### src/rtl/bcd_pkg.sv
// Shared types and constants for the time-shared binary-to-BCD converter.
package bcd_pkg;

  typedef enum logic [1:0] {
    IDLE  = 2'd0,
    SHIFT = 2'd1,
    DONE  = 2'd2
  } state_t;

  localparam int CONV_CYCLES = 8;
  localparam int DIGIT_W     = 4;
  localparam int ID_W        = 2;
  localparam int CNT_W       = $clog2(CONV_CYCLES);

endpackage

### src/rtl/dd_engine.sv
// Sequential double-dabble engine: one add-3/shift iteration per step cycle.
// The next-iteration digits are exposed so the caller can capture the final
// result on the same edge as the last iteration.
module dd_engine
  import bcd_pkg::*;
#(
  parameter int W = 8
) (
  input  logic               clk,
  input  logic               rst,
  input  logic               start,
  input  logic               step,
  input  logic [W-1:0]       operand,
  output logic               last,
  output logic [DIGIT_W-1:0] hundreds_nxt,
  output logic [DIGIT_W-1:0] tens_nxt,
  output logic [DIGIT_W-1:0] ones_nxt
);

  logic [W-1:0]       opnd;
  logic [DIGIT_W-1:0] hun_r, ten_r, one_r;
  logic [DIGIT_W-1:0] hun_c, ten_c, one_c;
  logic [CNT_W-1:0]   cnt;

  assign last = (cnt == CNT_W'(CONV_CYCLES - 1));

  // Add-3 correction per digit, then the one-bit left shift of the chain.
  always_comb begin
    hun_c = (hun_r >= DIGIT_W'(5)) ? hun_r + DIGIT_W'(3) : hun_r;
    ten_c = (ten_r >= DIGIT_W'(5)) ? ten_r + DIGIT_W'(3) : ten_r;
    one_c = (one_r >= DIGIT_W'(5)) ? one_r + DIGIT_W'(3) : one_r;
    hundreds_nxt = {hun_c[DIGIT_W-2:0], ten_c[DIGIT_W-1]};
    tens_nxt     = {ten_c[DIGIT_W-2:0], one_c[DIGIT_W-1]};
    ones_nxt     = {one_c[DIGIT_W-2:0], opnd[W-1]};
  end

  // Operand/digit scratch and iteration counter.
  always_ff @(posedge clk) begin
    if (!rst) begin
      opnd  <= '0;
      hun_r <= '0;
      ten_r <= '0;
      one_r <= '0;
      cnt   <= '0;
    end else if (start) begin
      opnd  <= operand;
      hun_r <= '0;
      ten_r <= '0;
      one_r <= '0;
      cnt   <= '0;
    end else if (step) begin
      opnd  <= {opnd[W-2:0], 1'b0};
      hun_r <= hundreds_nxt;
      ten_r <= tens_nxt;
      one_r <= ones_nxt;
      cnt   <= cnt + CNT_W'(1);
    end
  end

endmodule

### src/rtl/bcd_share_arbiter.sv
// Round-robin arbiter sharing one double-dabble engine among display sources.
module bcd_share_arbiter
  import bcd_pkg::*;
#(
  parameter int NREQ = 4,
  parameter int W    = 8
) (
  input  logic                clk,
  input  logic                rst,
  input  logic [NREQ-1:0]     req,
  input  logic [NREQ*W-1:0]   bin_flat,
  output logic [NREQ-1:0]     gnt,
  output logic                busy,
  output logic                done,
  output logic [ID_W-1:0]     done_id,
  output logic [DIGIT_W-1:0]  hundreds,
  output logic [DIGIT_W-1:0]  tens,
  output logic [DIGIT_W-1:0]  ones
);

  state_t             state;
  logic [ID_W-1:0]    last_grant;
  logic [ID_W-1:0]    pick;
  logic               found;
  logic [W-1:0]       sel_operand;
  logic               start;
  logic               last;
  logic [DIGIT_W-1:0] hun_nxt, ten_nxt, one_nxt;

  // Round-robin search upward from the slot after the last grant.
  always_comb begin
    pick  = '0;
    found = 1'b0;
    for (int unsigned k = 1; k <= NREQ; k++) begin
      logic [ID_W-1:0] j;
      j = ID_W'((int'(last_grant) + k) % NREQ);
      if (!found && req[j]) begin
        found = 1'b1;
        pick  = j;
      end
    end
  end

  // Operand mux for the chosen source.
  always_comb begin
    sel_operand = '0;
    for (int unsigned k = 0; k < NREQ; k++) begin
      if (ID_W'(k) == pick) sel_operand = bin_flat[k*W +: W];
    end
  end

  assign start = (state == IDLE) && found;

  dd_engine #(.W(W)) u_engine (
    .clk          (clk),
    .rst          (rst),
    .start        (start),
    .step         (state == SHIFT),
    .operand      (sel_operand),
    .last         (last),
    .hundreds_nxt (hun_nxt),
    .tens_nxt     (ten_nxt),
    .ones_nxt     (one_nxt)
  );

  // Control FSM with registered grant, status and result outputs.
  always_ff @(posedge clk) begin
    if (!rst) begin
      state      <= IDLE;
      last_grant <= ID_W'(NREQ - 1);
      gnt        <= '0;
      busy       <= 1'b0;
      done       <= 1'b0;
      done_id    <= '0;
      hundreds   <= '0;
      tens       <= '0;
      ones       <= '0;
    end else begin
      gnt  <= '0;
      done <= 1'b0;
      case (state)
        IDLE: begin
          if (found) begin
            gnt        <= NREQ'(1) << pick;
            busy       <= 1'b1;
            last_grant <= pick;
            state      <= SHIFT;
          end
        end
        SHIFT: begin
          if (last) begin
            hundreds <= hun_nxt;
            tens     <= ten_nxt;
            ones     <= one_nxt;
            done_id  <= last_grant;
            done     <= 1'b1;
            state    <= DONE;
          end
        end
        DONE: begin
          busy  <= 1'b0;
          state <= IDLE;
        end
        default: state <= IDLE;
      endcase
    end
  end

endmodule
### config.mk
export PLATFORM = sky130hd
export DESIGN_NAME = bcd_share_arbiter
export DESIGN_NICKNAME = d
export VERILOG_FILES = /design/src/rtl/bcd_pkg.sv /design/src/rtl/dd_engine.sv /design/src/rtl/bcd_share_arbiter.sv
export SDC_FILE = /design/constraint.sdc
export NUM_CORES = 1
export LEC_CHECK = 0
export ABC_CLOCK_PERIOD_IN_PS = 1900
export BUFFER_PORTS_ARGS = -buffer_cell sky130_fd_sc_hd__buf_4
export CAP_MARGIN = 30
export CORE_MARGIN = 2
export CORE_UTILIZATION = 45
export DETAILED_ROUTE_END_ITERATION = 6
export PLACE_DENSITY_LB_ADDON = 0.05
export SLEW_MARGIN = 40
export SYNTH_ARGS = -nofsm -noshare
export SYNTH_HDL_FRONTEND = slang
export SYNTH_SLANG_ARGS = --single-unit
### constraint.sdc
create_clock -name clk -period 1.9 [get_ports clk]
set_clock_uncertainty 0.2 [all_clocks]
set_input_delay 0.38 -clock clk [delete_from_list [all_inputs] [get_ports clk]]
set_output_delay 0.38 -clock clk [all_outputs]
set_load 0.01 [all_outputs]
Yosys cells after proc, flatten, opt, wreduce, memory -nomap -nowiden. Cells that the tools add are included.

Register bits after elaboration: 47. Logic and storage cells: 88.

Reduce and logical (&&, ||, !) cells: 18. Equal/unequal tests: 8. Add/subtract/negate cells: 8. Shift operators: 1. Bitwise operators: 1. Multiplexer cells: 31. $lt $le $gt $ge: 7.

Operator list (number): $mux 8 (6); $ge 4x3->1 const B (3); $lt 2x3->1 const B (4); $mux 2 (6); $mux 1 (10); $reduce_and 2->1 (5); $add 4x2->4 const B (2); $bmux 1 s2 (4); $mux 4 (2); $add 2x1->2 const B (2); $add 2x2->2 const B (2); $eq 2x2->1 const A (2); $logic_and 1x1->1 (4); $logic_not 2->1 (2); $ne 2x2->1 const B (2); $pmux 2 s2 (1); $reduce_bool 2->1 (2); $shl 1x2->4 const A (1); $add 3x1->3 const B (1); $add 3x2->3 const B (1); $eq 3x3->1 const B (1); $logic_not 1->1 (3); $mux 3 (1); $reduce_and 3->1 (1); 6 further kinds (6).

Depth between registers and ports, before layout. Gate-level depths: netlist (run 1).

Depth after elaboration: 19. Gate-level depth with buffers: 7.

By module. Synthesis (run 1) repeated with hierarchy kept, for this count alone.

Cells, all modules: 313. Area, all modules: 2472.4 sq um.

By module, submodules not included: dd_engine (instances 1, area an instance 1301.2 sq um, seq. area each 460.4 sq um, cells an instance 157); bcd_share_arbiter (instances 1, area an instance 1171.1 sq um, seq. area each 480.5 sq um, cells an instance 156).

Worst setup path before layout (run 1). OpenSTA, ideal clock, no wires.

Kind: input-to-reg. Start: in req[3]. End: reg u_engine.opnd[7]. Arrival: 1.484 ns. Path slack: 0.100 ns. Stages on the path: 6. Data required time: 1.584 ns. Path buffers: 1. Cell sequence: nor2b_1 > o21ai_2 > nand3_2 > buf_6 > mux2_4 > o211a_1.

Word-level cells in the longest chain between the ends: 18.

Ends and longest elaborated chain: from (decl) (line bcd_share_arbiter.sv:10) `input logic [NREQ-1:0] req,`; $bmux 1 s2 (line bcd_share_arbiter.sv:37) `if (!found && req[j]) begin`; $mux 1 (not written as such) (line bcd_share_arbiter.sv:37); $mux 1 (line bcd_share_arbiter.sv:37); $logic_not 1->1 (line bcd_share_arbiter.sv:37); $logic_and 1x1->1 (line bcd_share_arbiter.sv:37); $mux 1 (line bcd_share_arbiter.sv:37); $logic_not 1->1 (line bcd_share_arbiter.sv:37); $logic_and 1x1->1 (line bcd_share_arbiter.sv:37); $mux 1 (line bcd_share_arbiter.sv:37); $logic_not 1->1 (line bcd_share_arbiter.sv:37); $logic_and 1x1->1 (line bcd_share_arbiter.sv:37); $mux 2 (line bcd_share_arbiter.sv:37); $logic_not 2->1 (line bcd_share_arbiter.sv:48) `if (ID_W'(k) == pick) sel_operand = bin_flat[k*W +: W];`; $mux 8 (4 in series) (line bcd_share_arbiter.sv:48); $mux 8 (line dd_engine.sv:45) `end else if (start) begin`; to (signal assigned) (line dd_engine.sv:46) `opnd <= operand;`; to (signal assigned) (line dd_engine.sv:52) `opnd <= {opnd[W-2:0], 1'b0};`; to (decl) (line dd_engine.sv:20) `logic [W-1:0] opnd;`.

Parallel ways exist; a longest one is shown, timed or not. The select of a mux whose other input is x is not followed. A chain may end at the register's enable or synchronous reset.

Worst setup path after layout (run 1).
Start: reg last_grant[0]. End: reg u_engine.opnd[2].

Word-level cells in the longest chain between the ends: 19.

Ends and longest elaborated chain: from (decl) (line bcd_share_arbiter.sv:22) `logic [ID_W-1:0] last_grant;`; from (signal assigned) (line bcd_share_arbiter.sv:70) `last_grant <= ID_W'(NREQ - 1);`; from (signal assigned) (line bcd_share_arbiter.sv:86) `last_grant <= pick;`; $add 2x1->2 (line bcd_share_arbiter.sv:36) `j = ID_W'((int'(last_grant) + k) % NREQ);`; $bmux 1 s2 (line bcd_share_arbiter.sv:37); $mux 1 (not written as such) (line bcd_share_arbiter.sv:37); $mux 1 (line bcd_share_arbiter.sv:37); $logic_not 1->1 (line bcd_share_arbiter.sv:37); $logic_and 1x1->1 (line bcd_share_arbiter.sv:37); $mux 1 (line bcd_share_arbiter.sv:37); $logic_not 1->1 (line bcd_share_arbiter.sv:37); $logic_and 1x1->1 (line bcd_share_arbiter.sv:37); $mux 1 (line bcd_share_arbiter.sv:37); $logic_not 1->1 (line bcd_share_arbiter.sv:37); $logic_and 1x1->1 (line bcd_share_arbiter.sv:37); $mux 2 (line bcd_share_arbiter.sv:37); $logic_not 2->1 (line bcd_share_arbiter.sv:48); $mux 8 (4 in series) (line bcd_share_arbiter.sv:48); $mux 8 (line dd_engine.sv:45).

Parallel ways exist; a longest one is shown, timed or not. The select of a mux whose other input is x is not followed.

==> results of run 1 <==
==> logic make-up (layout without fill, tap and decap cells) <==
kind of cell	after synthesis	in the layout	synth area share, %
compound gates	88	88	24.16
xor+xnor	4	4	1.461
fa+ha+maj	8	8	4.176
buf+inv	25	109	4.488
flops	47	47	39.25
mux	8	8	3.758
simple gates	116	116	22.70
==> layout make-up <==
type | instances | area, um2
multi-input cells | 224 | 1378
inverters | 10 | 37.54
well taps | 70 | 87.58
clock buffers | 5 | 68.82
repair buffers | 91 | 699.4
clock inverters | 3 | 46.29
fillers | 487 | 1879
flip-flops and latches | 47 | 943.4
==> metal layers <==
metal	track usage (%)	vias to the layer above	wire, um	part of all wire [%]
met4	4.286	0	21	0.36
met5	0	-	0	0
met3	3.529	2	201	3.5
li1	-	1211	-	-
met2	34.82	44	2802	48
met1	25.99	1066	2758	48
==> per-stage QoR <==
stage	instances	setup TNS [ns]	hold WS, ns	setup slack, ns
global route	450	0	0.1431	0.001075
global placement	442	-0.3846	0.2427	-0.07357
CTS	450	0	0.1345	0.02688
detailed placement	442	-0.6237	0.2471	-0.1008
floorplan	296	0	0.2363	0.1003
finish	450	0	0.1485	0.06882
==> path summary, 6_finish.rpt <==
check / start / end / slack (ns) / depth (start not counted)
setup / recovery: last_grant[0] / u_engine.opnd[2] / 0.07 / 6
hold / removal: rst / last_grant[1] / 0.15 / 2
setup reg to reg: last_grant[0] / u_engine.opnd[2] / 0.07 / 6
hold reg to reg: u_engine.hun_r[1] / u_engine.hun_r[1] / 0.26 / 2
==> synth_stat cells (all sizes together), types with 6 or more instances <==
master  instances  area share (%)
inv            10             1.6
nand3           7             1.7
dfxtp          47              39
a21oi          30             6.3
buf             6             1.5
clkbuf          9             1.4
or3             6             1.6
ha              8             4.2
nand2          57             8.9
o21ai          18             4.1
nor2           19             3.0
a21boi          9             2.8
==> flip-flops by register name, summed over array words and instances (netlist names), 4 cells and up <==
register	count
u_engine.one_r	4
ones	4
u_engine.ten_r	4
gnt	4
tens	4
hundreds	4
u_engine.opnd	8
u_engine.hun_r	4
==> power by group <==
group	switching, mW	total [mW]	internal, mW
combinational	0.227	0.483	0.257
sequential	0.0323	1.06	1.03
clock	0.343	0.740	0.396
total	0.602	2.28	1.68
==> timing repair <==
item,4_1_cts,5_1_grt
hold buffers,0,0
resized for setup,1,8
endpoints found under the setup margin,1,11
==> critical path, delay by kind of cell (launching register included) <==
family          cells  cell delay (ns)
mux                 1             0.33
simple gates        2             0.44
flops               1             0.36
compound gates      2             0.26
buf+inv             1             0.15
==> flow_metrics.py, run 1 <==
metrics = {
    "run_status": {
        "outcome": "finished, final reports clean",
    },
    "sta": {
        "fin_crit_sh_pct": 96.38,
        "slew_headroom_pct": 72.09,
        "timing.fmax_ghz": 0.5461,
        "slew_violations": 0,
        "tightest_slew_ns": 0.4177,
        "setup_viol": 0,
        "rsz0062_at_grt": "no",
        "finalHoldViolCount": 0,
        "finalCriticalPeriod_ns": 1.831,
    },
    "clocking": {
        "clock_latency_ns": 0.30,
        "cts_tree": "done",
        "cts_sinks": 47,
        "cts.htree.levels": 2,
        "root_buffer": "clkbuf_8",
        "numCtsBuffers": 5,
        "path_clk_slew_ns": 0.09,
        "cts_setup_buffers": 0,
        "clock_path_buffers": 2,
    },
    "min_path": {
        "min_path_type": "primary input to register",
    },
    "logic_synthesis": {
        "synth_area_per_cell_um2": 8.099,
        "ys_seq_area_share_pct": 39.25,
        "synth-seq-cells": 47,
        "async_reset_ff_share_pct": 0,
        "syn_nets": 342,
        "ys_warn_count": 0,
        "synthCells": 296,
        "synth-edff-count": 0,
        "synth_area_um2": 2397,
        "synth_top_flop_cell": "dfxtp_1",
        "synth_cell_types": 44,
    },
    "routing": {
        "ant_nets": 0,
        "wire_per_inst_um": 12.85,
        "drc": 0,
        "vias": 2323,
        "drt_pass1_iterations": 4,
        "drt-vias-per-instance": 5.162,
        "drt_iter0_drc": 137,
        "wl_mm": 5.783,
    },
    "final_layout": {
        "final_cell_mix": "buf_4 (89), nand2_1 (57), dfxtp_1 (45)",
        "layout_commonest_cell": "buf_4",
        "finalInstanceArea_um2": 3261,
        "area_growth_pct": 36.01,
        "diodes": 0,
        "fin_nets": 425,
        "drive_gt1_share_pct": 31.58,
        "fin_util_pct": 63.44,
    },
    "power": {
        "power_density_nw_per_um2": 700.3,
        "vdd_drop_max_mv": 0.4220,
        "total_power_mw": 2.283,
        "power.leakage_nw": 1.407,
    },
    "floorplanning": {
        "rows": 26,
        "core_area_um2": 5140,
        "start_util_pct": 46.64,
        "dieHeight_um": 76.99,
        "die_area_um2": 5927,
        "die_w_um": 76.99,
        "io_pins": 58,
    },
    "place": {
        "hpwl_mm": 4.517,
        "gp_congestion": 0.8556,
        "placed_area_um2": 3110,
        "port_buffers": 57,
    },
    "setup_path": {
        "worst_ep_required_time_ns": 1.92,
        "critPathMaxStageDelay_ns": 0.36,
        "critPathKind": "register to register",
        "crit_path_end_kind": "register",
        "crit_chain": "nor2b_1 -> o21ai_2 -> nand3_2 -> buf_6 -> mux2_2 -> a21oi_1",
        "cp-start-kind": "register",
        "cpMaxStageDelayCell": "dfxtp_2",
        "crit_path_max_fanout": 8,
        "arrival_ns": 1.86,
    },
    "global_routing": {
        "antenna_found_initial": 0,
        "grt_pass1_vias": 2175,
        "grt_pass1_wl_mm": 9.735,
        "grt_max_degree": 20,
        "grt_usage_pct": 20.02,
        "overflow": 0,
    },
    "flow_run": {
        "max_cap_viol_count": 0,
    },
}
(Power assumes the default switching activity.)
==> run 2, diff against run 1 <==
--- a/config.mk
+++ b/config.mk
@@ -13,2 +13,3 @@
 export DETAILED_ROUTE_END_ITERATION = 6
+export GPL_TIMING_DRIVEN = 0
 export PLACE_DENSITY_LB_ADDON = 0.05
--- a/constraint.sdc
+++ b/constraint.sdc
@@ -4,2 +4,2 @@
 set_output_delay 0.38 -clock clk [all_outputs]
-set_load 0.01 [all_outputs]
+set_load 0.1 [all_outputs]
==> run 2 against run 1 <==
Compared with the run above:
- die area unchanged
- clock-buffer cell count increased by 2
- power decreased by 4.1%
- largest power group unchanged
==> flow_metrics.py, run 2 (synthesis gave the netlist of run 1 again) <==
metrics = {
    "floorplanning": {
        "start_util_pct": 46.64,
        "rows": 26,
        "core_area_um2": 5140,
        "dieHeight_um": 76.99,
        "die_area_um2": 5927,
        "io_pins": 58,
        "die_w_um": 76.99,
    },
    "place": {
        "gp_congestion": 0.8311,
        "hpwl_mm": 4.483,
        "placed_area_um2": 2913,
        "port_buffers": 57,
    },
    "flow_run": {
        "max_cap_viol_count": 0,
    },
    "final_layout": {
        "layout_commonest_cell": "buf_4",
        "drive_gt1_share_pct": 27.95,
        "fin_nets": 410,
        "area_growth_pct": 29.49,
        "regMostFlops": "u_engine.opnd",
        "finalInstanceArea_um2": 3104,
        "final_cell_mix": "buf_4 (62), nand2_1 (57), dfxtp_1 (46)",
        "largest_reg_flops": 8,
        "diodes": 0,
        "fin_util_pct": 60.39,
    },
    "global_routing": {
        "grt_max_degree": 15,
        "overflow": 0,
        "grt_usage_pct": 20.70,
        "grt_pass1_vias": 2162,
        "antenna_found_initial": 0,
        "grt_pass1_wl_mm": 9.956,
    },
    "clocking": {
        "cts_tree": "done",
        "root_buffer": "clkbuf_8",
        "clock_path_buffers": 2,
        "path_clk_slew_ns": 0.08,
        "clock_latency_ns": 0.30,
        "numCtsBuffers": 5,
        "cts_sinks": 47,
        "cts.htree.levels": 2,
        "cts_hold_buf": 0,
    },
    "routing": {
        "ant_nets": 0,
        "wire_per_inst_um": 13.82,
        "drt_iter0_drc": 102,
        "drc": 0,
        "vias": 2306,
        "drt-vias-per-instance": 5.301,
        "drt_pass1_iterations": 4,
        "wl_mm": 6.012,
    },
    "min_path": {
        "min_path_type": "primary input to register",
        "min-delay-start": "bin_flat[19]",
    },
    "sta": {
        "fin_crit_sh_pct": 96.98,
        "timing.fmax_ghz": 0.5427,
        "tightest_slew_ns": 0.5053,
        "slew_violations": 0,
        "slew_headroom_pct": 66.31,
        "finalCriticalPeriod_ns": 1.843,
        "finalHoldViolCount": 0,
        "setup_viol": 0,
    },
    "setup_path": {
        "critPathMaxStageDelay_ns": 0.38,
        "worst_ep_required_time_ns": 1.89,
        "crit_path_start": "last_grant[0]",
        "arrival_ns": 1.84,
        "critPathKind": "register to register",
        "cp-start-kind": "register",
        "cpMaxStageDelayCell": "dfxtp_4",
        "crit_path_end_kind": "register",
        "regToRegStartpoint": "last_grant[0]",
        "crit_path_max_fanout": 6,
        "crit_chain": "nand2b_4 -> a21o_1 -> nand3_2 -> buf_6 -> mux2_4 -> o211a_1",
    },
    "power": {
        "power.leakage_nw": 1.311,
        "vdd_drop_max_mv": 0.3622,
        "power_density_nw_per_um2": 705.5,
    },
    "run_status": {
        "outcome": "finished, final reports clean",
    },
}
==> run 2: cell count changes in the layout (fill, tap and decap cells not counted), sizes merged <==
cell and change:
buf -22, bufinv -1, clkbuf +9, clkinv +1, clkinvlp -1, inv -1
==> run 2: worst max-delay path: cells and delay by family, from the launching register on <==
family          cells  cell delay (ns)
simple gates        2             0.30
compound gates      2             0.39
flops               1             0.38
buf+inv             1             0.18
mux                 1             0.29
==> run 2: power by group <==
part           internal (mW)  switching, mW  total [mW]
combinational          0.218          0.282       0.500
sequential              1.03         0.0286        1.06
clock                  0.299          0.336       0.634
==> run 2: layer usage <==
metal | up-vias | GRT usage (%) | wire length, um
met2 | 43 | 34.30 | 2785
li1 | 1181 | - | -
met1 | 1078 | 28.12 | 2907
met4 | 0 | 4.821 | 43
met5 | - | 0 | 0
met3 | 4 | 3.765 | 275
==> run 2: worst paths after layout <==
| check | to | slack [ns] | cells past startpoint |
|---|---|---|---|
| worst max-delay path | u_engine.opnd[7] | 0.06 | 6 |
| worst min-delay path | u_engine.opnd[3] | 0.16 | 3 |
| worst max register to register | u_engine.opnd[7] | 0.06 | 6 |
| worst min register to register | hundreds[2] | 0.27 | 2 |
==> run 2: area by class of cell <==
cell class                 instances  area (um2)
timing repair buffer              62       462.9
multi-input combinational        224        1404
clock inverter                     1       8.758
fill                             487        2036
sequential                        47       944.7
buffer                            14       72.57
tap                               70       87.58
clock buffer                       7       86.33
inverter                          10       37.54
==> run 2: what timing repair did <==
| item | CTS | global route |
|---|---|---|
| pin swaps | 0 | 1 |
| buffers inserted | 0 | 4 |
| gates resized for setup | 6 | 15 |
| cloned | 0 | 1 |
| endpoints found under the setup margin | 21 | 20 |
==> run 2: per-stage QoR <==
stage | total power, mW | hold slack (ns) | std cells | setup WS, ns | setup TNS, ns
6_report | 2.190 | 0.1552 | 435 | 0.05742 | 0
5_1_grt | 2.309 | 0.1594 | 435 | -0.009791 | -0.01919
4_1_cts | 2.159 | 0.1684 | 430 | 0.02453 | 0
3_5_place_dp | 1.534 | 0.2537 | 423 | -0.2339 | -4.100
3_3_place_gp | 1.531 | 0.2460 | 423 | -0.2119 | -3.749
2_1_floorplan | 1.381 | 0.2363 | 296 | 0.1003 | 0
==> run 3, diff against run 2 <==
SYNTH_HIERARCHICAL = 1   (was default)
==> run 3 against run 2 <==
Compared with the run above:
- the run now ends with negative setup slack left
- flip-flop and latch count is the same
- non-clock buffer count increased by 2
- utilization is 3.6 points higher
- critical endpoint is now u_engine/opnd[1]
- routed wire length up 1.9%
- worst hold slack improved by 0.034 ns
- clock power increased by 36%
- via count up 2.7%
- design area increased by 7.3%
- sequential power is essentially flat
- clock-buffer cell count shrank 1
==> flow_metrics.py, run 3 <==
metrics = {
    "global_routing": {
        "antenna_found_initial": 0,
        "grt_pass1_vias": 2173,
        "grt_max_degree": 15,
        "overflow": 0,
        "grt_usage_pct": 19.98,
        "grt_pass1_wl_mm": 9.846,
    },
    "final_layout": {
        "final_cells": 453,
        "drive_gt1_share_pct": 30.03,
        "largest_reg_flops": 8,
        "finalInstanceArea_um2": 3332,
        "diodes": 0,
        "nFillCells": 472,
        "regMostFlops": "u_engine/opnd",
        "area_growth_pct": 34.77,
        "layout_commonest_cell": "nand2_1",
        "fin_util_pct": 64.01,
        "final_cell_mix": "nand2_1 (75), buf_4 (63), dfxtp_1 (44)",
        "fin_nets": 428,
    },
    "clocking": {
        "numCtsBuffers": 5,
        "cts_hold_buf": 0,
        "path_clk_slew_ns": 0.09,
        "clock_latency_ns": 0.30,
        "clock_path_buffers": 2,
        "cts.htree.levels": 2,
        "cts_tree": "done",
        "root_buffer": "clkbuf_8",
        "cts_sinks": 47,
    },
    "logic_synthesis": {
        "synth_top_flop_cell": "dfxtp_1",
        "syn_nets": 359,
        "synthCells": 313,
        "yosysTopAreaCellShare_pct": 38.06,
        "synth-seq-cells": 47,
        "async_reset_ff_share_pct": 0,
        "synth-edff-count": 0,
        "synth_area_um2": 2472,
        "synth_area_per_cell_um2": 7.899,
        "netlist_top_cells_area": "dfxtp_1 (38%), nand2_1 (12%), mux2i_1 (5.3%)",
        "yosysMostFrequentCell": "nand2_1",
        "synth_cell_types": 41,
        "yosys.area.top_type": "dfxtp_1",
        "ys_top_cells_by_count": "nand2_1 (77), dfxtp_1 (47), a21oi_1 (21)",
        "ys_seq_area_share_pct": 38.06,
        "ys_warn_count": 6,
    },
    "power": {
        "netSwitchingPower_mw": 0.6980,
        "seq_power_share_pct": 41.7,
        "power.leakage_nw": 1.425,
        "power_density_nw_per_um2": 764.7,
        "p_comb_share_pct": 24.5,
        "internal_power_mw": 1.850,
        "vdd_drop_max_mv": 0.4417,
        "total_power_mw": 2.548,
        "power.share.clock_pct": 33.8,
        "p_sw_share_pct": 27.39,
    },
    "floorplanning": {
        "core_area_um2": 5205,
        "die_area_um2": 6103,
        "dieHeight_um": 78.12,
        "io_pins": 58,
        "die_w_um": 78.12,
        "rows": 26,
        "start_util_pct": 47.50,
    },
    "sta": {
        "timing.fmax_ghz": 0.5233,
        "tns_ns": -0.01080,
        "rsz0062_at_grt": "yes",
        "finalCriticalPeriod_ns": 1.911,
        "setup_viol": 1,
        "tightest_slew_ns": 0.4836,
        "finalHoldViolCount": 0,
        "hold_slack_ns": 0.1895,
        "slew_violations": 0,
        "fin_ws_ns": -0.01080,
        "slew_headroom_pct": 67.76,
        "fin_crit_sh_pct": 100.6,
    },
    "setup_path": {
        "regToRegStartpoint": "last_grant[0]",
        "r2r_end": "u_engine/opnd[1]",
        "crit_path_start": "last_grant[0]",
        "worst_ep_required_time_ns": 1.94,
        "crit_path_max_fanout": 6,
        "r2r_setup_slack_ns": -0.01,
        "crit_path_end_kind": "register",
        "cpMaxStageDelayCell": "dfxtp_4",
        "critPathKind": "register to register",
        "rr_worst_depth": 9,
        "crit_chain": "nand2b_4 -> nor2_2 -> a211o_1 -> buf_6 -> buf_8 -> a32oi_1 -> nand2_1 -> o21ai_0 -> and2_1",
        "arrival_ns": 1.95,
        "cp-start-kind": "register",
        "critPathMaxStageDelay_ns": 0.38,
    },
    "routing": {
        "ant_nets": 0,
        "drt-vias-per-instance": 5.230,
        "drt_pass1_iterations": 4,
        "wire_per_inst_um": 13.52,
        "vias": 2369,
        "wl_mm": 6.126,
        "drc": 0,
        "drt_iter0_drc": 139,
    },
    "min_path": {
        "min-delay-start": "rst",
        "hold_path_depth": 2,
        "whs_endpoint": "u_engine/opnd[6]",
        "min_path_type": "primary input to register",
    },
    "place": {
        "gp_congestion": 0.8271,
        "placed_cells": 440,
        "placed_area_um2": 2995,
        "hpwl_mm": 4.194,
        "port_buffers": 57,
        "pre_cts_slack_ns": -0.2917,
    },
    "run_status": {
        "violations": "negative setup slack",
        "outcome": "finished with violations",
    },
    "flow_run": {
        "max_cap_viol_count": 0,
    },
}
-- run 3: routing by layer --
layer,part of all wire (%),routed length (um),track usage (%)
met1,48,2919,26.33
met2,47,2907,33.02
met3,4.0,242,3.333
met4,0.93,57,7.193
met5,0,0,0
-- run 3: worst max-delay path, delay by kind of cell (launching register included) --
| kind | cells | cell delay [ns] |
|---|---|---|
| AOI/OAI and AO/OA | 3 | 0.58 |
| buffers and inverters | 2 | 0.29 |
| DFF | 1 | 0.38 |
| and+or+nand+nor | 4 | 0.39 |
-- run 3: worst max path at each step --
stage | cells past startpoint | slack, ns | end
4_1_cts | 10 | -0.02 | u_engine/opnd[2]
2_1_floorplan | 8 | 0.01 | u_engine/hun_r[1]
3_5_place_dp | 10 | -0.29 | u_engine/opnd[4]
3_3_place_gp | 10 | -0.27 | u_engine/opnd[4]
6_report | 9 | -0.01 | u_engine/opnd[1]
5_1_grt | 9 | -0.08 | u_engine/opnd[1]
-- run 3: power by group through the flow --
stage / sequential [mW] / clock (mW) / combinational, mW
after CTS: 1.06 / 0.878 / 0.533
after global placement: 1.08 / 0 / 0.508
after global routing: 1.07 / 0.912 / 0.676
after floorplan: 1.13 / 0 / 0.307
final: 1.06 / 0.862 / 0.624
after detailed placement: 1.08 / 0 / 0.511
-- run 3: repair_timing --
| item | in CTS | in global routing |
|---|---|---|
| setup endpoints to repair | 17 | 22 |
| pin swaps | 3 | 9 |
| buffers inserted | 1 | 2 |
| cloned | 0 | 4 |
| gates resized for setup | 7 | 28 |
-- run 3: final cells by class --
cell class                      instances  area (um2)  area share, %
Buffer                                 15       115.1          3.455
Clock buffer                            6       72.57          2.178
Clock inverter                          2       60.06          1.802
Inverter                               13       48.80          1.465
Multi-Input combinational cell        237        1495          44.87
Sequential cell                        47       947.2          28.43
Tap cell                               70       87.58          2.629
Timing Repair Buffer                   63       505.5          15.17
-- run 3: cell families after synthesis --
family | count (synthesis) | synth area share, %
DFF | 47 | 38.06
and+or+nand+nor | 134 | 24.60
xor gates and xnor gates | 4 | 1.417
AOI/OAI and AO/OA | 77 | 20.14
buffers and inverters | 30 | 6.477
adders and majority gates | 8 | 4.049
muxes | 13 | 5.263
